File: config.mk
export PLATFORM = sky130hd
export DESIGN_NAME = fpu_uart_frame_ctrl
export DESIGN_NICKNAME = d
export VERILOG_FILES = /design/src/rtl/fpu_uart_frame_ctrl.sv
export SDC_FILE = /design/constraint.sdc
export NUM_CORES = 1
export LEC_CHECK = 0
export ABC_AREA = 1
export CAP_MARGIN = 0
export CELL_PAD_IN_SITES_DETAIL_PLACEMENT = 0
export CELL_PAD_IN_SITES_GLOBAL_PLACEMENT = 1
export CORE_AREA = 2 2 135 137
export CTS_CLUSTER_DIAMETER = 200
export DETAILED_ROUTE_END_ITERATION = 16
export DIE_AREA = 0 0 137 139
export PLACE_DENSITY = 0.76
export SYNTH_ARGS = -nofsm -noshare
export SYNTH_HDL_FRONTEND = slang
export SYNTH_SLANG_ARGS = --single-unit
File: constraint.sdc
create_clock -name clk -period 2.16 [get_ports clk]
set_clock_uncertainty 0.1 [all_clocks]
set_input_delay 0.432 -clock clk [delete_from_list [all_inputs] [get_ports clk]]
set_output_delay 0.432 -clock clk [all_outputs]
set_load 0.02 [all_outputs]
File: src/rtl/fpu_uart_frame_ctrl.sv
// rtl/fpu_uart_frame_ctrl.sv - UART request/response framer for the FPU datapath
// Receives opcode + two 32-bit operands, launches one FPU op, returns the result as 4 bytes.
module fpu_uart_frame_ctrl #(
  parameter logic [31:0] TIMEOUT_CYCLES = 32'd1_000_000,
  parameter logic [7:0]  ERR_BYTE       = 8'hEE
) (
  input  logic        clk,
  input  logic        reset,
  input  logic        rx_busy,
  input  logic [7:0]  data_out,
  input  logic        tx_busy,
  output logic        tx_en,
  output logic [7:0]  data_in,
  output logic [31:0] op_a,
  output logic [31:0] op_b,
  output logic [1:0]  opcode,
  output logic        fpu_start,
  input  logic [31:0] fpu_result,
  input  logic        fpu_done,
  output logic        busy,
  output logic        frame_error
);

  typedef enum logic [2:0] {
    RX_OP, RX_A, RX_B, FPU_GO, FPU_WAIT, TX_REQ, TX_DONE
  } state_t;

  state_t      state_q, state_d;
  logic [1:0]  byte_cnt_q, byte_cnt_d;
  logic [31:0] tmo_q, tmo_d;
  logic        rx_busy_q;
  logic [31:0] op_a_q, op_a_d;
  logic [31:0] op_b_q, op_b_d;
  logic [1:0]  opcode_q, opcode_d;
  logic [31:0] tx_sr_q, tx_sr_d;
  logic [2:0]  left_q, left_d;
  logic [7:0]  data_in_q, data_in_d;
  logic        frame_error_q, frame_error_d;
  logic        byte_done;
  logic [2:0]  left_dec;

  assign byte_done = rx_busy_q & ~rx_busy;
  assign left_dec  = left_q - 3'd1;

  always_comb begin
    state_d       = state_q;
    byte_cnt_d    = byte_cnt_q;
    tmo_d         = tmo_q;
    op_a_d        = op_a_q;
    op_b_d        = op_b_q;
    opcode_d      = opcode_q;
    tx_sr_d       = tx_sr_q;
    left_d        = left_q;
    data_in_d     = data_in_q;
    frame_error_d = 1'b0;
    case (state_q)
      RX_OP: begin
        tmo_d = 32'd0;
        if (byte_done) begin
          if (data_out[7:2] == 6'd0) begin
            opcode_d   = data_out[1:0];
            byte_cnt_d = 2'd0;
            state_d    = RX_A;
          end else begin
            frame_error_d = 1'b1;
            data_in_d     = ERR_BYTE;
            left_d        = 3'd1;
            state_d       = TX_REQ;
          end
        end
      end
      RX_A, RX_B: begin
        // A received byte beats a simultaneous timeout terminal count.
        if (byte_done) begin
          tmo_d      = 32'd0;
          byte_cnt_d = byte_cnt_q + 2'd1;
          if (state_q == RX_A) op_a_d = {op_a_q[23:0], data_out};
          else                 op_b_d = {op_b_q[23:0], data_out};
          if (byte_cnt_q == 2'd3) state_d = (state_q == RX_A) ? RX_B : FPU_GO;
        end else if (tmo_q == TIMEOUT_CYCLES - 32'd1) begin
          frame_error_d = 1'b1;
          byte_cnt_d    = 2'd0;
          tmo_d         = 32'd0;
          state_d       = RX_OP;
        end else begin
          tmo_d = tmo_q + 32'd1;
        end
      end
      FPU_GO: state_d = FPU_WAIT;
      FPU_WAIT: begin
        if (fpu_done) begin
          tx_sr_d   = fpu_result;
          left_d    = 3'd4;
          data_in_d = fpu_result[31:24];
          state_d   = TX_REQ;
        end
      end
      TX_REQ: begin
        if (tx_busy) state_d = TX_DONE;
      end
      TX_DONE: begin
        if (!tx_busy) begin
          left_d  = left_dec;
          tx_sr_d = tx_sr_q << 8;
          if (left_dec == 3'd0) begin
            state_d = RX_OP;
          end else begin
            data_in_d = tx_sr_q[23:16];
            state_d   = TX_REQ;
          end
        end
      end
      default: state_d = RX_OP;
    endcase
  end

  always_ff @(posedge clk) begin
    if (reset) begin
      state_q       <= RX_OP;
      byte_cnt_q    <= 2'd0;
      tmo_q         <= 32'd0;
      rx_busy_q     <= 1'b0;
      op_a_q        <= 32'd0;
      op_b_q        <= 32'd0;
      opcode_q      <= 2'd0;
      tx_sr_q       <= 32'd0;
      left_q        <= 3'd0;
      data_in_q     <= 8'h00;
      frame_error_q <= 1'b0;
    end else begin
      state_q       <= state_d;
      byte_cnt_q    <= byte_cnt_d;
      tmo_q         <= tmo_d;
      rx_busy_q     <= rx_busy;
      op_a_q        <= op_a_d;
      op_b_q        <= op_b_d;
      opcode_q      <= opcode_d;
      tx_sr_q       <= tx_sr_d;
      left_q        <= left_d;
      data_in_q     <= data_in_d;
      frame_error_q <= frame_error_d;
    end
  end

  assign tx_en       = (state_q == TX_REQ);
  assign fpu_start   = (state_q == FPU_GO);
  assign busy        = !((state_q == RX_OP) && (byte_cnt_q == 2'd0));
  assign data_in     = data_in_q;
  assign op_a        = op_a_q;
  assign op_b        = op_b_q;
  assign opcode      = opcode_q;
  assign frame_error = frame_error_q;

endmodule

==> reports/qor.csv <==
metric,value,unit
number of buffers created by CTS,17,
Flop pwr share,37.3,%
Pint,0.005372,W
Initial Util,36.07,%
largest net degree at the start of global routing,35,
"Core Util, Final",48.26,%
CTS max path bufs,2,
crit-path leading delay family,buffers and inverters,
Post-CTS Hold Buffers,0,
Register-to-Register Path Depth,11,
vias per cell,4.775,
IO Port Bufs,122,
Worst slew margin,75.10,%
outcome,finished clean,
Row Count,49,
Routed WL per cell,13.78,um
Area Overhead vs Synth,33.81,%
Final Cycle Share,94.78,%
"FF+latch count, synth",140,
critical path peak fanout,6,
Fmax,0.4885,GHz
post-DP HPWL,12.35,mm
antenna-violating nets left,0,
Final setup viols,0,
logic gate share of total power,27.7,%
CTS tree,yes,
core area,17660,sq um
RSZ-0062 raised after global routing,no,
CP most frequent cell,nor2_4,
worst-margin pin slew,370.6,ps
# IOs,123,
DRC viols,0,
Critical-path top delay cell,dfxtp_2,
maximum vdd ir drop,0.6028,mV
die height,139,um
initial antenna violation count,1,
Max Cap Viol,0,
Fin. Hold Viols,0,
ys flop type,dfxtp_1,
CTS Sinks,140,
Pwr Density,954.8,nW/um^2
Die Area,19040,sq um
Crit Path Class,reg2out,
Leak,3.249,nW
Syn Nets,942,
All-Layer GR Usage,18.96,%
share of flip-flops with an asynchronous set or reset,0,%
CP cell instances,nor2_4 -> inv_2 -> nor2_4 -> nand2_1 -> dlygate4sd2_1,
number of flops mapped to enable cells by yosys,0,
crit path capture type,output pin,
"Seq/Total Area, Yosys",44.01,%
width of the die,137,um
post-synthesis cell count,892,
share of cells above drive strength 1,10.53,%
sw power,0.002764,W
CTS root buf,clkbuf_16,
Initial DRT Pass Iterations,5,
nets@finish,1072,
max-slew violation count,0,
vias,6041,
clk slew on worst S/H paths,70,ps
clock power share,35.0,%
synthesized area,6369,sq um
global-route wire length before repair,29.07,mm
CP Data Required Time,1630,ps
hold path cells,2,
setup TNS,0,ps
worst skew pair latency,420,ps
vias in the first global route,5737,
Routed WL,17.43,mm
Iteration-0 DRC Markers,285,
WP depth,5,
Yosys cell types,38,
grt ovf,0,
H-tree levels,4,
most frequent cells in the layout,"nand2_1 (198), dfxtp_1 (139), nor2_1 (131)",
WP buf/inv,2,
post-synthesis area per instance,7.140,sq um
Synth Warn #,0,
GPL Wtd Cong,0.8650,
worst min path class,reg2reg,
crit path DAT,1520,ps
"most common cell after layout, fill and taps aside",nand2_1,
min Tclk post-route,2047,ps
Worst path max stage delay,370,ps
switching part of the total,33.98,%
Startpoint Class,flop,
-- final timing paths --
kind | startpoint | endpoint | slack [ps]
setup reg to reg | tmo_q[1] | tmo_q[27] | 200
setup / recovery | state_q[1] | busy | 110
hold / removal | tx_sr_q[4] | tx_sr_q[4] | 360
hold reg to reg | tx_sr_q[4] | tx_sr_q[4] | 360
-- synth_stat cells (4+ instances only) --
cell type | number | area share, %
o22a_1 | 6 | 0.83
inv_1 | 60 | 3.5
nor2_2 | 4 | 0.39
nand2_2 | 6 | 0.59
dfxtp_1 | 140 | 44
ha_1 | 5 | 0.98
buf_2 | 14 | 1.1
xor2_1 | 6 | 0.83
nor2_4 | 6 | 1.1
o21ai_1 | 9 | 0.71
nor3_1 | 13 | 1.0
inv_2 | 10 | 0.59
nand4_1 | 16 | 1.6
o21ai_0 | 56 | 4.4
nand3_1 | 67 | 5.3
a31oi_1 | 18 | 1.8
nor3_2 | 10 | 1.6
buf_4 | 7 | 0.83
nand2_1 | 198 | 12
clkbuf_1 | 19 | 1.1
nor2_1 | 132 | 7.8
a21oi_1 | 66 | 5.2
-- power groups by stage --
stage	sequential (W)	combinational, W	clock, W
final	0.00303	0.00226	0.00285
after global routing	0.00307	0.00251	0.00303
after CTS	0.00303	0.00226	0.00292
after detailed placement	0.00309	0.00225	0
after global placement	0.00308	0.00227	0
after floorplan	0.00316	0.00141	0
-- metrics by stage --
step | hold slack [ps] | power [W] | instance area [sq um] | std cells | setup slack [ps]
CTS | 366.6 | 0.008214 | 8506 | 1264 | 7.009
detailed placement | 355.3 | 0.005344 | 7926 | 1231 | 46.08
finish | 363.5 | 0.008136 | 8522 | 1265 | 112.7
global placement | 348.4 | 0.005352 | 7926 | 1231 | 74.06
global route | 380.4 | 0.008615 | 8522 | 1265 | 7.785
floorplan | 341.0 | 0.004564 | 6369 | 892 | 394.3
-- worst reg2reg max path: stages (launching register included) --
cell and delay, ps:
dfxtp_1 360, ha_1 180, inv_1 60, nor2_2 160, nand3_1 100, nor2_1 180, nand2_1 110, nand2_4 130
nand2_1 60, nand2_1 100, buf_12 190, o21ai_0 100
-- per-layer routing --
layer	track usage [%]	share of wire [%]	wire [um]
met1	25.63	48	8285
met2	29.33	46	8079
met3	4.642	4.6	797
met4	6.620	1.5	269
met5	0	0	0
-- logic make-up after synthesis --
family                   count (synthesis)  share of synthesized area [%]
buffers and inverters                  114                          7.760
adder cells (fa/ha/maj)                  5                         0.9823
XOR/XNOR                                 7                         0.9627
AO/OA/AOI/OAI                          164                          14.13
flip-flops                             140                          44.01
AND/OR/NAND/NOR                        462                          32.16
-- what timing repair did --
action,in CTS,in global routing
endpoints found under the hold margin,0,0
pin swaps,1,0
endpoints found under the setup margin,3,20
resized for setup,4,4
setup buffers,1,0
-- final cells by class --
type,instances,area (sq um)
Antenna cell,1,2.502
Clock buffer,19,442.9
Clock inverter,13,131.4
Fill cell,1822,9135
Inverter,71,266.5
Multi-Input combinational cell,638,3084
Sequential cell,140,2804
Tap cell,229,286.5
Timing Repair Buffer,154,1504
-- flip-flops by register name, summed over array words and instances, names as in the netlist --
register and flops:
rx_busy_q 1, byte_cnt_q 2, opcode 2, state_q 3, data_in 8, left_q 3
op_a 32, frame_error 1, tmo_q 32, tx_sr_q 24, op_b 32
Power figures use the tool's default switching activity.
==> variant 1, RTL diff (config.mk and constraints unchanged) <==
Take the reset off `op_a_q` and load it in a clocked block of its own.
--- a/src/rtl/fpu_uart_frame_ctrl.sv
+++ b/src/rtl/fpu_uart_frame_ctrl.sv
@@ -120,7 +120,6 @@
       byte_cnt_q    <= 2'd0;
       tmo_q         <= 32'd0;
       rx_busy_q     <= 1'b0;
-      op_a_q        <= 32'd0;
       op_b_q        <= 32'd0;
       opcode_q      <= 2'd0;
       tx_sr_q       <= 32'd0;
@@ -132,7 +131,6 @@
       byte_cnt_q    <= byte_cnt_d;
       tmo_q         <= tmo_d;
       rx_busy_q     <= rx_busy;
-      op_a_q        <= op_a_d;
       op_b_q        <= op_b_d;
       opcode_q      <= opcode_d;
       tx_sr_q       <= tx_sr_d;
@@ -140,6 +138,10 @@
       data_in_q     <= data_in_d;
       frame_error_q <= frame_error_d;
     end
+  end
+
+  always_ff @(posedge clk) begin
+    op_a_q <= op_a_d;
   end
 
   assign tx_en       = (state_q == TX_REQ);
Function: differs if reset is asserted again (counterexample within 10 cycles, from zero or initial values and one cycle with reset high); with reset held inactive, the same outputs for 10 cycles.
==> variant 1 against the unedited design <==
- power increased by 14%
- worst setup slack better by 7.4 ps
- area after synthesis fell by 2.2%
- global-route usage fell by 1.4 points
- sequential cell count stayed put
- sequential share of layout area increased by 4.0 points
- routed wire length decreased by 8.8%
- sequential power increased by 6%
- cell area down 0.72%
- largest cell class is now sequential cells
==> variant 1: results <==
export IMPL_synth_commonest_cells="175 x nand2_1, 151 x nor2_1, 108 x dfxtp_1"
export IMPL_dr_wl_met2_mm=7.686
export IMPL_slowest_stage="dfxtp_1"
export IMPL_met1_usage=0.2256
export IMPL_n_antenna_cell=0
export IMPL_wl_met3_um=722
export IMPL_first_pass_iters=4
export IMPL_slowest_delay_ps=420
export IMPL_leakagePower_nw=3.392
export IMPL_p_per_area_nw_per_um2=1095
export IMPL_syn_inst=808
export IMPL_vias=5480
export IMPL_status="completed"
export IMPL_ys_seq_area_frac=0.5016
export IMPL_pre_cts_ws_ps=-16.60
export IMPL_ir_drop_uv=758.7
export IMPL_dp_cells=1158
export IMPL_dp_hpwl_mm=11.64
export IMPL_yosys_top_cells_area="dfxtp_1 35%, edfxtp_1 15%, nand2_1 11%"
export IMPL_clkPwrFrac=0.323
export IMPL_placed_area_um2=7851
export IMPL_nets=998
export IMPL_synthDistinctLibCells=41
export IMPL_drive_gt1_frac=0.1072
export IMPL_critPathMaxFanout=5
export IMPL_grt_max_degree=45
export IMPL_place_congestion=0.8197
export IMPL_m1WireLength_mm=7.284
export IMPL_wl_per_cell_um=13.36
export IMPL_synth_nets=858
export IMPL_cts_setup_buffers=0
-- variant 1: path summary, 6_finish.rpt --
| path | from | end | slack [ps] | depth (start not counted) |
|---|---|---|---|---|
| max | state_q[0] | busy | 120 | 5 |
| min | op_a[16] | op_a[24] | 340 | 0 |
| max reg2reg | tmo_q[0] | tmo_q[26] | 230 | 8 |
| min reg2reg | op_a[16] | op_a[24] | 340 | 0 |
-- variant 1: area by class of cell --
type | instances | area, µm²
clock buffer | 19 | 432.9
clock inverter | 13 | 166.4
fill | 1793 | 9196
inverter | 88 | 332.8
multi-input combinational | 552 | 2651
sequential | 140 | 3124
tap | 229 | 286.5
timing repair buffer | 149 | 1466
-- variant 1: cell families (layout without fill, tap and decap cells) --
kind of cell,count (synthesis),after routing,share of synthesized area
AO/OA/AOI/OAI,117,117,0.1041
XOR/XNOR,7,7,0.009847
adder cells (fa/ha/maj),5,5,0.01005
buffers and inverters,116,269,0.07798
flip-flops,140,140,0.5016
AND/OR/NAND/NOR,423,423,0.2964
==> variant 2, RTL diff (same flow settings) <==
Made on the original files. `TIMEOUT_CYCLES`: 32'd1_000_000 -> 32'd524288.
--- a/src/rtl/fpu_uart_frame_ctrl.sv
+++ b/src/rtl/fpu_uart_frame_ctrl.sv
@@ -1,7 +1,7 @@
 // rtl/fpu_uart_frame_ctrl.sv - UART request/response framer for the FPU datapath
 // Receives opcode + two 32-bit operands, launches one FPU op, returns the result as 4 bytes.
 module fpu_uart_frame_ctrl #(
-  parameter logic [31:0] TIMEOUT_CYCLES = 32'd1_000_000,
+  parameter logic [31:0] TIMEOUT_CYCLES = 32'd524288,
   parameter logic [7:0]  ERR_BYTE       = 8'hEE
 ) (
   input  logic        clk,
Check against the original RTL: same outputs for any inputs over 10 cycles, from zero or initial values and one cycle with reset high; that may be too few to reach the edited logic, so the function may still have changed.
==> variant 2 against the unedited design <==
- area after synthesis hardly changed
- sequential share of layout area is 0.37 points lower
- power is 4.8% lower
- routed wire length is 1.4% lower
- worst setup slack worse by 13 ps
- core utilization is 0.55 points higher
- sequential cell count stayed put
- cell area is 1.1% higher
- die area stayed put
==> variant 2: results <==
export IMPL_status="completed"
export IMPL_avgSynthCellArea_um2=7.099
export IMPL_use_met2=0.2799
export IMPL_critPathMaxFanout=4
export IMPL_gr_usage_met3=0.04532
export IMPL_fin_cells=1279
export IMPL_wl_mm=17.19
export IMPL_drive_gt1_frac=0.1152
export IMPL_final_clk_cell_share=0.06969
export IMPL_dr_wl_met2_mm=7.641
export IMPL_multi_input_area_um2=3093
export IMPL_grt_max_degree=56
export IMPL_p_total_mw=7.744
export IMPL_met1_usage=0.2657
export IMPL_buf_share=0.1816
export IMPL_synthDistinctLibCells=37
export IMPL_reg2reg_depth=10
export IMPL_ir_drop_uv=616.1
export IMPL_yosysWarnings=0
export IMPL_place_congestion=0.8121
export IMPL_grt_pass1_vias=5633
export IMPL_num_multi_input_gates=644
export IMPL_grt_util_all_layers=0.1869
export IMPL_leakagePower_nw=3.344
export IMPL_num_clock_buffers=22
export IMPL_cts_setup_buffers=0
export IMPL_pg_clk_mw=3.00
export IMPL_ys_seq_area_frac=0.4402
export IMPL_fillers=1827
export IMPL_maxSlewHeadroom=0.5786
export IMPL_syn_inst=897
export IMPL_m1WireLength_mm=8.566
export IMPL_critical_path_startpoint="state_q[0]"
export IMPL_combPwrFrac=0.226
export IMPL_hold_slack_ps=362.8
export IMPL_top_layer_used="met4"
export IMPL_internal_power_mw=5.411
export IMPL_worstHoldEndpoint="op_b[29]"
export IMPL_worstHoldStart="op_b[29]"
export IMPL_clk_pin_slew_worst_paths_ps=60
export IMPL_nNonClkBuffers=164
export IMPL_r2r_start="tmo_q[0]"
export IMPL_synth_commonest_cells="196 x nand2_1, 148 x nor2_1, 140 x dfxtp_1"
export IMPL_yosys_top_cells_area="dfxtp_1 44%, nand2_1 12%, nor2_1 8.7%"
export IMPL_slowest_stage="dfxtp_1"
export IMPL_n_antenna_cell=0
export IMPL_slowest_delay_ps=370
export IMPL_postLayoutCellArea_um2=8618
export IMPL_synth_nets=947
export IMPL_antenna_found_initial=0
export IMPL_grt_pass1_wl_mm=28.42
export IMPL_wl_met3_um=758
export IMPL_nets=1088
export IMPL_placed_area_um2=8011
-- variant 2: changes by cell type after synthesis, sizes merged, moves of 3 or more --
cell | before | now
nor4 | 3 | 0
nand4 | 16 | 10
nor2 | 142 | 164
o21ai | 66 | 71
xnor2 | 1 | 4
clkbuf | 19 | 16
nor3 | 23 | 17
o22a | 6 | 0
o22ai | 1 | 6
a21oi | 67 | 63
-- variant 2: kinds of logic (layout without fill, tap and decap cells) --
kind of cell,count (synthesis),after routing,share of synthesized area
simple gates,469,469,0.3250
fa+ha+maj,5,5,0.009825
flops,140,140,0.4402
compound gates,158,158,0.1330
xor+xnor,12,12,0.01651
buf+inv,113,266,0.07546
-- variant 2: timing repair --
action / CTS / global route
hold endpoints to repair: 0 / 0
gates resized for setup: 4 / 1
pin swaps: 0 / 0
setup endpoints to repair: 3 / 1
-- variant 2: worst max-delay path, delay by kind of cell (launching register included) --
kind          cells  cell delay (ps)
buf+inv           2              390
flops             1              370
simple gates      3              350
